<file path="config.mk">
export PLATFORM = sky130hd
export DESIGN_NAME = ex_wb_stage_flat
export DESIGN_NICKNAME = d
export VERILOG_FILES = /design/src/rtl/ex_wb_stage_pkg.sv /design/src/rtl/ex_wb_stage_if.sv /design/src/rtl/ex_wb_stage_alu.sv /design/src/rtl/ex_wb_stage.sv /design/src/flat_wrapper.sv
export SDC_FILE = /design/constraint.sdc
export NUM_CORES = 2
export LEC_CHECK = 0
export CAP_MARGIN = 20
export CORE_UTILIZATION = 50
export DETAILED_ROUTE_END_ITERATION = 8
export DONT_BUFFER_PORTS = 1
export GPL_ROUTABILITY_DRIVEN = 0
export SLEW_MARGIN = 5
export SYNTH_ARGS = -nofsm -noshare
export SYNTH_HDL_FRONTEND = slang
export SYNTH_SLANG_ARGS = --single-unit
export TNS_END_PERCENT = 20
</file>
<file path="constraint.sdc">
create_clock -name clk -period 7.1 [get_ports clk]
set_input_delay 1.42 -clock clk [delete_from_list [all_inputs] [get_ports clk]]
set_output_delay 1.42 -clock clk [all_outputs]
set_load 0.02 [all_outputs]
</file>
<file path="src/rtl/ex_wb_stage_pkg.sv">
`default_nettype none
// +----------------------------------------------------------------------------+
// | Module      : ex_wb_stage_pkg                                              |
// | Description : Shared encodings for the execute/writeback stage: ALU,       |
// |               branch and load/store func3 values, memory FSM states,       |
// |               byte-lane masks and lane steering helpers.                   |
// | Revision    : 1.0 - initial release                                        |
// +----------------------------------------------------------------------------+
package ex_wb_stage_pkg;

    // Memory-access state machine
    typedef enum logic [1:0] {
        ST_IDLE  = 2'd0,
        ST_REQ   = 2'd1,
        ST_RWAIT = 2'd2
    } state_t;

    // ALU func3
    localparam logic [2:0] C_F3_ADD  = 3'b000;
    localparam logic [2:0] C_F3_SLL  = 3'b001;
    localparam logic [2:0] C_F3_SLT  = 3'b010;
    localparam logic [2:0] C_F3_SLTU = 3'b011;
    localparam logic [2:0] C_F3_XOR  = 3'b100;
    localparam logic [2:0] C_F3_SR   = 3'b101;
    localparam logic [2:0] C_F3_OR   = 3'b110;
    localparam logic [2:0] C_F3_AND  = 3'b111;

    // Branch func3 (010/011 are illegal)
    localparam logic [2:0] C_F3_BEQ  = 3'b000;
    localparam logic [2:0] C_F3_BNE  = 3'b001;
    localparam logic [2:0] C_F3_BLT  = 3'b100;
    localparam logic [2:0] C_F3_BGE  = 3'b101;
    localparam logic [2:0] C_F3_BLTU = 3'b110;
    localparam logic [2:0] C_F3_BGEU = 3'b111;

    // Load/store func3 (stores use the same low two bits)
    localparam logic [2:0] C_F3_LB   = 3'b000;
    localparam logic [2:0] C_F3_LH   = 3'b001;
    localparam logic [2:0] C_F3_LW   = 3'b010;
    localparam logic [2:0] C_F3_LBU  = 3'b100;
    localparam logic [2:0] C_F3_LHU  = 3'b101;

    // Access size is carried in func3[1:0]
    localparam logic [1:0] C_SZ_B    = 2'b00;
    localparam logic [1:0] C_SZ_H    = 2'b01;
    localparam logic [1:0] C_SZ_W    = 2'b10;

    // Byte-lane masks before shifting to the addressed lane
    localparam logic [3:0] C_MASK_B  = 4'b0001;
    localparam logic [3:0] C_MASK_H  = 4'b0011;
    localparam logic [3:0] C_MASK_W  = 4'b1111;

    function automatic logic misaligned(input logic [1:0] size, input logic [1:0] off);
        case (size)
            C_SZ_H:  return off[0];
            C_SZ_W:  return (off != 2'b00);
            default: return 1'b0;
        endcase
    endfunction

    function automatic logic [3:0] store_mask(input logic [1:0] size, input logic [1:0] off);
        case (size)
            C_SZ_B:  return 4'(C_MASK_B << off);
            C_SZ_H:  return 4'(C_MASK_H << off);
            default: return C_MASK_W;
        endcase
    endfunction

    // Replicate the store datum across all lanes; the mask picks the live one
    function automatic logic [31:0] store_data(input logic [1:0] size, input logic [31:0] d);
        case (size)
            C_SZ_B:  return {4{d[7:0]}};
            C_SZ_H:  return {2{d[15:0]}};
            default: return d;
        endcase
    endfunction

    function automatic logic [31:0] load_extract(input logic [2:0] f3, input logic [1:0] off,
                                                 input logic [31:0] rdata);
        logic [31:0] sh;
        sh = rdata >> {off, 3'b000};
        case (f3)
            C_F3_LB:  return {{24{sh[7]}}, sh[7:0]};
            C_F3_LH:  return {{16{sh[15]}}, sh[15:0]};
            C_F3_LBU: return {24'h0, sh[7:0]};
            C_F3_LHU: return {16'h0, sh[15:0]};
            default:  return rdata;
        endcase
    endfunction

endpackage
`default_nettype wire

</file>
<file path="src/rtl/ex_wb_stage_if.sv">
`default_nettype none
// +----------------------------------------------------------------------------+
// | Module      : ex_wb_stage_if                                               |
// | Description : Data-memory valid/ready request bus with load return.        |
// |   master (core): dmem_req, dmem_we, dmem_addr, dmem_wdata, dmem_wmask out; |
// |                  dmem_ready, dmem_rvalid, dmem_rdata in                    |
// |   slave (memory): the reverse                                              |
// | Revision    : 1.0 - initial release                                        |
// +----------------------------------------------------------------------------+
interface ex_wb_stage_if;
    logic        dmem_req;
    logic        dmem_we;
    logic [31:0] dmem_addr;
    logic [31:0] dmem_wdata;
    logic [3:0]  dmem_wmask;
    logic        dmem_ready;
    logic        dmem_rvalid;
    logic [31:0] dmem_rdata;

    modport master (
        output dmem_req, dmem_we, dmem_addr, dmem_wdata, dmem_wmask,
        input  dmem_ready, dmem_rvalid, dmem_rdata
    );

    modport slave (
        input  dmem_req, dmem_we, dmem_addr, dmem_wdata, dmem_wmask,
        output dmem_ready, dmem_rvalid, dmem_rdata
    );
endinterface
`default_nettype wire

</file>
<file path="src/rtl/ex_wb_stage_alu.sv">
`default_nettype none
// +----------------------------------------------------------------------------+
// | Module      : ex_wb_stage_alu                                              |
// | Description : Combinational RV32I ALU plus branch comparator.              |
// |   op_a, op_b : operands       func3/subtype : operation select            |
// |   result     : ALU result     taken         : branch condition (func3)    |
// | Revision    : 1.0 - initial release                                        |
// +----------------------------------------------------------------------------+
module ex_wb_stage_alu
    import ex_wb_stage_pkg::*;
#(
    parameter int XLEN = 32
) (
    input  logic [XLEN-1:0] op_a,
    input  logic [XLEN-1:0] op_b,
    input  logic [2:0]      func3,
    input  logic            subtype,
    output logic [XLEN-1:0] result,
    output logic            taken
);
    logic [4:0] w_shamt;
    logic       w_eq;
    logic       w_lt;
    logic       w_ltu;

    assign w_shamt = op_b[4:0];
    assign w_eq    = (op_a == op_b);
    assign w_lt    = ($signed(op_a) < $signed(op_b));
    assign w_ltu   = (op_a < op_b);

    always_comb begin
        result = '0;
        case (func3)
            C_F3_ADD:  result = subtype ? (op_a - op_b) : (op_a + op_b);
            C_F3_SLL:  result = op_a << w_shamt;
            C_F3_SLT:  result = {{(XLEN-1){1'b0}}, w_lt};
            C_F3_SLTU: result = {{(XLEN-1){1'b0}}, w_ltu};
            C_F3_XOR:  result = op_a ^ op_b;
            C_F3_SR:   result = subtype ? XLEN'($signed(op_a) >>> w_shamt) : (op_a >> w_shamt);
            C_F3_OR:   result = op_a | op_b;
            C_F3_AND:  result = op_a & op_b;
            default:   result = '0;
        endcase
    end

    always_comb begin
        taken = 1'b0;
        case (func3)
            C_F3_BEQ:  taken = w_eq;
            C_F3_BNE:  taken = !w_eq;
            C_F3_BLT:  taken = w_lt;
            C_F3_BGE:  taken = !w_lt;
            C_F3_BLTU: taken = w_ltu;
            C_F3_BGEU: taken = !w_ltu;
            default:   taken = 1'b0;
        endcase
    end
endmodule
`default_nettype wire

</file>
<file path="src/rtl/ex_wb_stage.sv">
`default_nettype none
// +----------------------------------------------------------------------------+
// | Module      : ex_wb_stage                                                  |
// | Description : Execute/writeback stage of the 3-stage RV32I core. Owns the  |
// |               32x32 register file, ALU, branch/jump resolution and the     |
// |               data-memory FSM; stalls and redirects the decode stage.      |
// |   clk, reset (async, active low)                                           |
// |   id_*           : registered decode bundle from the upstream stage        |
// |   ex_stall       : upstream holds        ex_flush/ex_redirect_pc : redirect|
// |   exception      : sticky fault          instret : retired count           |
// |   dmem           : data-memory master port                                 |
// | Revision    : 1.0 - initial release                                        |
// +----------------------------------------------------------------------------+
module ex_wb_stage
    import ex_wb_stage_pkg::*;
#(
    parameter logic [31:0] RESET = 32'h0000_0000,
    parameter int          XLEN  = 32
) (
    input  logic            clk,
    input  logic            reset,
    input  logic            id_valid,
    input  logic [XLEN-1:0] id_pc,
    input  logic [XLEN-1:0] id_imm,
    input  logic            id_imm_sel,
    input  logic            id_alu,
    input  logic            id_lui,
    input  logic            id_jal,
    input  logic            id_jalr,
    input  logic            id_branch,
    input  logic            id_mem_write,
    input  logic            id_mem_to_reg,
    input  logic [4:0]      id_rs1,
    input  logic [4:0]      id_rs2,
    input  logic [4:0]      id_rd,
    input  logic [2:0]      id_func3,
    input  logic            id_subtype,
    output logic            ex_stall,
    output logic            ex_flush,
    output logic [XLEN-1:0] ex_redirect_pc,
    output logic            exception,
    output logic [XLEN-1:0] instret,
    ex_wb_stage_if.master   dmem
);
    state_t          r_state;
    logic [XLEN-1:0] r_regs [32];
    logic            r_flush;
    logic [XLEN-1:0] r_redirect_pc;
    logic            r_exception;
    logic [XLEN-1:0] r_instret;
    logic            r_req;
    logic            r_we;
    logic [XLEN-1:0] r_addr;
    logic [XLEN-1:0] r_wdata;
    logic [3:0]      r_wmask;
    logic [4:0]      r_rd;
    logic [2:0]      r_f3;
    logic [1:0]      r_off;

    logic [XLEN-1:0] w_rs1;
    logic [XLEN-1:0] w_rs2;
    logic [XLEN-1:0] w_op_b;
    logic [XLEN-1:0] w_alu_res;
    logic            w_taken;
    logic            w_accept;
    logic            w_is_mem;
    logic [XLEN-1:0] w_mem_addr;
    logic            w_bad_branch;
    logic            w_misalign;
    logic            w_fault;
    logic            w_redirect;
    logic [XLEN-1:0] w_target;
    logic [XLEN-1:0] w_pc4;
    logic            w_accept_wb;
    logic [XLEN-1:0] w_wb_data;
    logic            w_load_done;
    logic            w_store_done;
    logic            w_retire;
    logic            w_rf_we;
    logic [4:0]      w_rf_waddr;
    logic [XLEN-1:0] w_rf_wdata;

    // x0 is hardwired to zero on the read side
    assign w_rs1 = (id_rs1 == 5'd0) ? '0 : r_regs[id_rs1];
    assign w_rs2 = (id_rs2 == 5'd0) ? '0 : r_regs[id_rs2];

    // Branches always compare rs1 against rs2 regardless of imm_sel
    assign w_op_b = (id_imm_sel && !id_branch) ? id_imm : w_rs2;

    ex_wb_stage_alu #(.XLEN(XLEN)) u_alu (
        .op_a    (w_rs1),
        .op_b    (w_op_b),
        .func3   (id_func3),
        .subtype (id_subtype),
        .result  (w_alu_res),
        .taken   (w_taken)
    );

    // The cycle after a redirect carries a wrong-path bundle, so it is refused
    assign w_accept     = id_valid && (r_state == ST_IDLE) && !r_flush && !r_exception;
    assign w_is_mem     = id_mem_write || id_mem_to_reg;
    assign w_mem_addr   = w_rs1 + id_imm;
    assign w_pc4        = id_pc + XLEN'(4);
    assign w_bad_branch = id_branch && (id_func3 == 3'b010 || id_func3 == 3'b011);
    assign w_misalign   = w_is_mem && misaligned(id_func3[1:0], w_mem_addr[1:0]);
    assign w_fault      = w_accept && (w_bad_branch || w_misalign);

    assign w_redirect   = w_accept && !w_is_mem &&
                          (id_jal || id_jalr || (id_branch && w_taken));
    // JALR shares the rs1+imm adder with the load/store address path
    assign w_target     = id_jalr ? {w_mem_addr[XLEN-1:1], 1'b0} : (id_pc + id_imm);

    assign w_accept_wb  = w_accept && !w_is_mem && !id_branch &&
                          (id_alu || id_lui || id_jal || id_jalr);
    assign w_wb_data    = (id_jal || id_jalr) ? w_pc4 : (id_lui ? id_imm : w_alu_res);

    // A load may be answered in the same cycle it is accepted
    assign w_load_done  = ((r_state == ST_REQ) && dmem.dmem_ready && !r_we && dmem.dmem_rvalid) ||
                          ((r_state == ST_RWAIT) && dmem.dmem_rvalid);
    assign w_store_done = (r_state == ST_REQ) && dmem.dmem_ready && r_we;
    assign w_retire     = (w_accept && !w_is_mem && !w_bad_branch) || w_load_done || w_store_done;

    // Load completion and single-cycle writeback are mutually exclusive:
    // the former only happens outside IDLE, the latter only inside it.
    always_comb begin
        w_rf_we    = 1'b0;
        w_rf_waddr = '0;
        w_rf_wdata = '0;
        if (w_load_done) begin
            w_rf_we    = 1'b1;
            w_rf_waddr = r_rd;
            w_rf_wdata = load_extract(r_f3, r_off, dmem.dmem_rdata);
        end else if (w_accept_wb) begin
            w_rf_we    = 1'b1;
            w_rf_waddr = id_rd;
            w_rf_wdata = w_wb_data;
        end
    end

    always_ff @(posedge clk or negedge reset) begin
        if (!reset) begin
            for (int i = 0; i < 32; i++) begin
                r_regs[i] <= '0;
            end
        end else if (w_rf_we && (w_rf_waddr != 5'd0)) begin
            r_regs[w_rf_waddr] <= w_rf_wdata;
        end
    end

    always_ff @(posedge clk or negedge reset) begin
        if (!reset) begin
            r_flush       <= 1'b0;
            r_redirect_pc <= RESET;
            r_exception   <= 1'b0;
            r_instret     <= '0;
        end else begin
            r_flush     <= w_redirect;
            r_exception <= r_exception || w_fault;
            r_instret   <= r_instret + XLEN'(w_retire);
            if (w_redirect) begin
                r_redirect_pc <= w_target;
            end
        end
    end

    // Memory FSM with registered bus outputs
    always_ff @(posedge clk or negedge reset) begin
        if (!reset) begin
            r_state <= ST_IDLE;
            r_req   <= 1'b0;
            r_we    <= 1'b0;
            r_addr  <= '0;
            r_wdata <= '0;
            r_wmask <= '0;
            r_rd    <= '0;
            r_f3    <= '0;
            r_off   <= '0;
        end else begin
            case (r_state)
                ST_IDLE: begin
                    if (w_accept && w_is_mem && !w_misalign) begin
                        r_state <= ST_REQ;
                        r_req   <= 1'b1;
                        r_we    <= id_mem_write;
                        r_addr  <= {w_mem_addr[XLEN-1:2], 2'b00};
                        r_wdata <= store_data(id_func3[1:0], w_rs2);
                        r_wmask <= id_mem_write ? store_mask(id_func3[1:0], w_mem_addr[1:0]) : 4'b0000;
                        r_rd    <= id_rd;
                        r_f3    <= id_func3;
                        r_off   <= w_mem_addr[1:0];
                    end
                end
                ST_REQ: begin
                    if (dmem.dmem_ready) begin
                        r_req <= 1'b0;
                        if (r_we || dmem.dmem_rvalid) begin
                            r_state <= ST_IDLE;
                        end else begin
                            r_state <= ST_RWAIT;
                        end
                    end
                end
                ST_RWAIT: begin
                    if (dmem.dmem_rvalid) begin
                        r_state <= ST_IDLE;
                    end
                end
                default: begin
                    r_state <= ST_IDLE;
                    r_req   <= 1'b0;
                end
            endcase
        end
    end

    assign ex_stall        = (r_state != ST_IDLE);
    assign ex_flush        = r_flush;
    assign ex_redirect_pc  = r_redirect_pc;
    assign exception       = r_exception;
    assign instret         = r_instret;
    assign dmem.dmem_req   = r_req;
    assign dmem.dmem_we    = r_we;
    assign dmem.dmem_addr  = r_addr;
    assign dmem.dmem_wdata = r_wdata;
    assign dmem.dmem_wmask = r_wmask;
endmodule
`default_nettype wire

</file>
<file path="src/flat_wrapper.sv">
// flat-port wrapper written by rule: the top's interface ports become plain ports
module ex_wb_stage_flat import ex_wb_stage_pkg::*;
#(
    parameter logic [31:0] RESET = 32'h0000_0000,
    parameter int          XLEN  = 32
)
  (clk, reset, id_valid, id_pc, id_imm, id_imm_sel, id_alu, id_lui, id_jal, id_jalr, id_branch, id_mem_write, id_mem_to_reg, id_rs1, id_rs2, id_rd, id_func3, id_subtype, ex_stall, ex_flush, ex_redirect_pc, exception, instret, dmem_dmem_req, dmem_dmem_we, dmem_dmem_addr, dmem_dmem_wdata, dmem_dmem_wmask, dmem_dmem_ready, dmem_dmem_rvalid, dmem_dmem_rdata);
  ex_wb_stage_if dmem_i ();
  input  logic clk;
  input  logic reset;
  input  logic id_valid;
  input  logic [XLEN-1:0] id_pc;
  input  logic [XLEN-1:0] id_imm;
  input  logic id_imm_sel;
  input  logic id_alu;
  input  logic id_lui;
  input  logic id_jal;
  input  logic id_jalr;
  input  logic id_branch;
  input  logic id_mem_write;
  input  logic id_mem_to_reg;
  input  logic [4:0] id_rs1;
  input  logic [4:0] id_rs2;
  input  logic [4:0] id_rd;
  input  logic [2:0] id_func3;
  input  logic id_subtype;
  output logic ex_stall;
  output logic ex_flush;
  output logic [XLEN-1:0] ex_redirect_pc;
  output logic exception;
  output logic [XLEN-1:0] instret;
  output wire logic [$bits(dmem_i.dmem_req)-1:0] dmem_dmem_req;
  output wire logic [$bits(dmem_i.dmem_we)-1:0] dmem_dmem_we;
  output wire logic [$bits(dmem_i.dmem_addr)-1:0] dmem_dmem_addr;
  output wire logic [$bits(dmem_i.dmem_wdata)-1:0] dmem_dmem_wdata;
  output wire logic [$bits(dmem_i.dmem_wmask)-1:0] dmem_dmem_wmask;
  input wire logic [$bits(dmem_i.dmem_ready)-1:0] dmem_dmem_ready;
  input wire logic [$bits(dmem_i.dmem_rvalid)-1:0] dmem_dmem_rvalid;
  input wire logic [$bits(dmem_i.dmem_rdata)-1:0] dmem_dmem_rdata;
  assign dmem_dmem_req = dmem_i.dmem_req;
  assign dmem_dmem_we = dmem_i.dmem_we;
  assign dmem_dmem_addr = dmem_i.dmem_addr;
  assign dmem_dmem_wdata = dmem_i.dmem_wdata;
  assign dmem_dmem_wmask = dmem_i.dmem_wmask;
  assign dmem_i.dmem_ready = dmem_dmem_ready;
  assign dmem_i.dmem_rvalid = dmem_dmem_rvalid;
  assign dmem_i.dmem_rdata = dmem_dmem_rdata;
  ex_wb_stage #(.RESET(RESET), .XLEN(XLEN)) u_core (.clk(clk), .reset(reset), .id_valid(id_valid), .id_pc(id_pc), .id_imm(id_imm), .id_imm_sel(id_imm_sel), .id_alu(id_alu), .id_lui(id_lui), .id_jal(id_jal), .id_jalr(id_jalr), .id_branch(id_branch), .id_mem_write(id_mem_write), .id_mem_to_reg(id_mem_to_reg), .id_rs1(id_rs1), .id_rs2(id_rs2), .id_rd(id_rd), .id_func3(id_func3), .id_subtype(id_subtype), .ex_stall(ex_stall), .ex_flush(ex_flush), .ex_redirect_pc(ex_redirect_pc), .exception(exception), .instret(instret), .dmem(dmem_i));
endmodule
</file>
==> flow_summary.json <==
{
  "track_usage_pct": 39.16,
  "synth.most_common_cell": "nand2_1",
  "nNetsFinal": 7885,
  "hold_viol": 0,
  "first_iter_violations": 9364,
  "synthFlopType": "dfrtp_1",
  "syn-cell-area_sq_um": 75630,
  "antenna_found_initial": 16,
  "p_total_uw": 18900,
  "multiInputGateArea_sq_um": 42390,
  "viasPerCell": 6.805,
  "rows": 142,
  "clock_latency_ns": 0.83,
  "place_area_sq_um": 78760,
  "relSlewSlack_pct": -37.12,
  "min_period_ns": 7.513,
  "design_area_sq_um": 83400,
  "syn2layout_area_growth_pct": 10.28,
  "grt_pass1_wl_um": 440300,
  "clk_pin_slew_ns": 0.06,
  "synth_cell_type_count": 129,
  "ios": 265,
  "critical_path_class": "input port to flip-flop",
  "ys_ff_latch": 1170,
  "finalSetupViolCount": 490,
  "synth_warnings": 0,
  "fp.dieW_um": 390.9,
  "drt_wl_total_um": 301000,
  "power_density_nw_per_um2": 226.6,
  "drc_errors": 52,
  "fin_worst_skew_ns": 0.05173,
  "layout_setup_ws_ns": -0.4127,
  "synth_top_area_cell": "dfrtp_1",
  "fmax_ghz": 0.1331,
  "numCtsBuffers": 136,
  "die_height_um": 390.9,
  "vias": 66128,
  "htreeDepth": 4,
  "total_leakage_power_uw": 0.03504,
  "cts_tree": "built",
  "rsz0062_at_grt": "yes",
  "clock_path_buffers": 3,
  "yosysSeqAreaShare_pct": 38.71,
  "coreArea_sq_um": 150000,
  "worstSetupStartpointType": "input port",
  "initial_core_util_pct": 50.44,
  "violations": "design-rule violations, max-slew violations, negative setup slack",
  "wire_per_inst_um": 30.97,
  "crit_path_end_kind": "flip-flop",
  "seqCellArea_sq_um": 29280,
  "num-fill-cells": 13274,
  "arrival_ns": 8.15,
  "first_pass_iters": 9,
  "synth-edff-count": 0,
  "grt_overflow": 0,
  "cts-hold-fix-buffers": 0,
  "root_buffer": "clkbuf_16",
  "grt_max_degree": 306,
  "status": "complete, but fails checks",
  "ant_nets": 0,
  "tightest_slew_ns": 2.057,
  "netlist_instances": 7780,
  "min_path_type": "input port to asynchronous set/reset pin",
  "synth_commonest_cells": "1265 x nand2_1, 1170 x dfrtp_1, 781 x o21ai_0",
  "crit_fanout": 305,
  "hpwl_um": 203800,
  "clock_sinks": 1170,
  "die_area_sq_um": 152800,
  "synth_top_area_share_pct": 38.71,
  "drv_cap": 0,
  "drv_slew": 196,
  "min_period_over_period_pct": 105.8,
  "grt_pass1_vias": 63376,
  "syn_avg_cell_area_sq_um": 9.721,
  "vdd_drop_max_mv": 0.2727,
  "async_flop_share_pct": 100.0,
  "setup_tns_ns": -73.30,
  "drive_above_1_share_pct": 18.88,
  "required_ns": 7.74,
  "io_buffers": 0,
  "synth_area_leaders": "dfrtp_1 39%, mux4_2 12%, nand2_1 6.3%"
}
[registers in the layout, summed over array words and instances, names as in the netlist, 2 cells and up]
name / cells
u_core.r_regs: 1024
u_core.dmem.dmem_wmask: 4
u_core.dmem.dmem_wdata: 32
u_core.r_rd: 5
u_core.r_off: 2
u_core.r_f3: 3
u_core.ex_redirect_pc: 32
u_core.r_state: 2
u_core.dmem.dmem_addr: 30
u_core.instret: 32
[power by group]
part | internal, uW | switching (uW)
clock network | 4210 | 3080
registers | 7150 | 827
logic | 1430 | 2210
total | 12800 | 6110
[path summary, 6_finish.rpt]
kind / start / to / slack (ns) / cells past startpoint
worst max-delay path: id_rs1[0] / u_core.r_regs[668] / -0.41 / 18
worst min-delay path: reset / u_core.instret[18] / 0.31 / 0
worst max register to register: u_core.r_regs[773] / u_core.r_regs[447] / 1.20 / 23
worst min register to register: u_core.r_regs[1023] / u_core.r_regs[1023] / 0.40 / 0
max in group asynchronous: reset / u_core.r_regs[431] / 3.49 / 5
min in group clk: u_core.r_regs[1023] / u_core.r_regs[1023] / 0.40 / 0
[routing by layer]
layer  routed length, um  GRT usage (%)  part of all wire (%)  vias up
li1                    -              -                     -    28265
met1              114600          50.66                    38    32485
met2              128300          56.92                    43     4238
met3               35660          12.55                    12     1122
met4               22220          24.26                   7.4       18
met5                 126              0                 0.042        -
[cells by family after synthesis]
family	synth area share (%)
AO/OA/AOI/OAI	19.59
XOR/XNOR	1.575
adder cells (fa/ha/maj)	2.852
buffers and inverters	5.805
flip-flops	38.71
multiplexers	18.43
other	0.004958
AND/OR/NAND/NOR	13.03
[through the flow]
| step | worst slack [ns] | instances | hold WS [ns] | util (%) |
|---|---|---|---|---|
| after global placement | -0.08543 | 9463 | 0.3786 | 52.52 |
| after global routing | 0.03714 | 9715 | 0.2801 | 55.61 |
| after floorplan | 0.004129 | 7781 | 0.4413 | - |
| after detailed placement | -0.1531 | 9463 | 0.3869 | 52.52 |
| after CTS | 0.7094 | 9709 | 0.2699 | 55.56 |
| final | -0.4127 | 9718 | 0.3121 | 55.62 |
[placed cells by master (no fill, tap or decap), types with 78 or more instances in the layout]
| cell | instances |
|---|---|
| xnor2_1 | 94 |
| mux4_2 | 410 |
| mux2_2 | 94 |
| ha_1 | 165 |
| nand2_1 | 1234 |
| clkbuf_16 | 139 |
| o22ai_1 | 86 |
| a31oi_1 | 78 |
| nor3_1 | 136 |
| dfrtp_1 | 1170 |
| inv_1 | 140 |
| nor2_1 | 488 |
| nand3_1 | 106 |
| a21oi_1 | 301 |
| mux2i_1 | 282 |
| buf_4 | 331 |
| o21ai_0 | 776 |
| o21ai_1 | 249 |
[worst max-delay path, cell delays in order]
cell       delay [ns]
mux4_2           1.13
a22o_1           0.27
a2111o_1         0.41
nand2_1          0.31
inv_1            0.19
ha_1             0.39
nand2b_1         0.20
a221oi_1         0.38
o221a_2          0.31
o2111ai_1        0.27
a21oi_1          0.34
o21ai_0          0.20
a221o_1          0.32
a21oi_1          0.15
xnor2_1          0.13
o311ai_4         0.44
buf_12           0.25
o21ai_1          0.09
[repair_timing]
action	4_1_cts	5_1_grt
endpoints found under the setup margin	0	212
setup buffers	0	0
gates resized for setup	0	6
[final cells by class]
type / instances / area share [%]
Antenna cell: 7 / 0.02100
Tap cell: 2016 / 3.024
Multi-Input combinational cell: 5725 / 50.82
Inverter: 146 / 0.6646
Clock inverter: 48 / 0.7111
Timing Repair Buffer: 408 / 4.891
Sequential cell: 1170 / 35.10
Clock buffer: 198 / 4.760
Power figures use the tool's default switching activity.
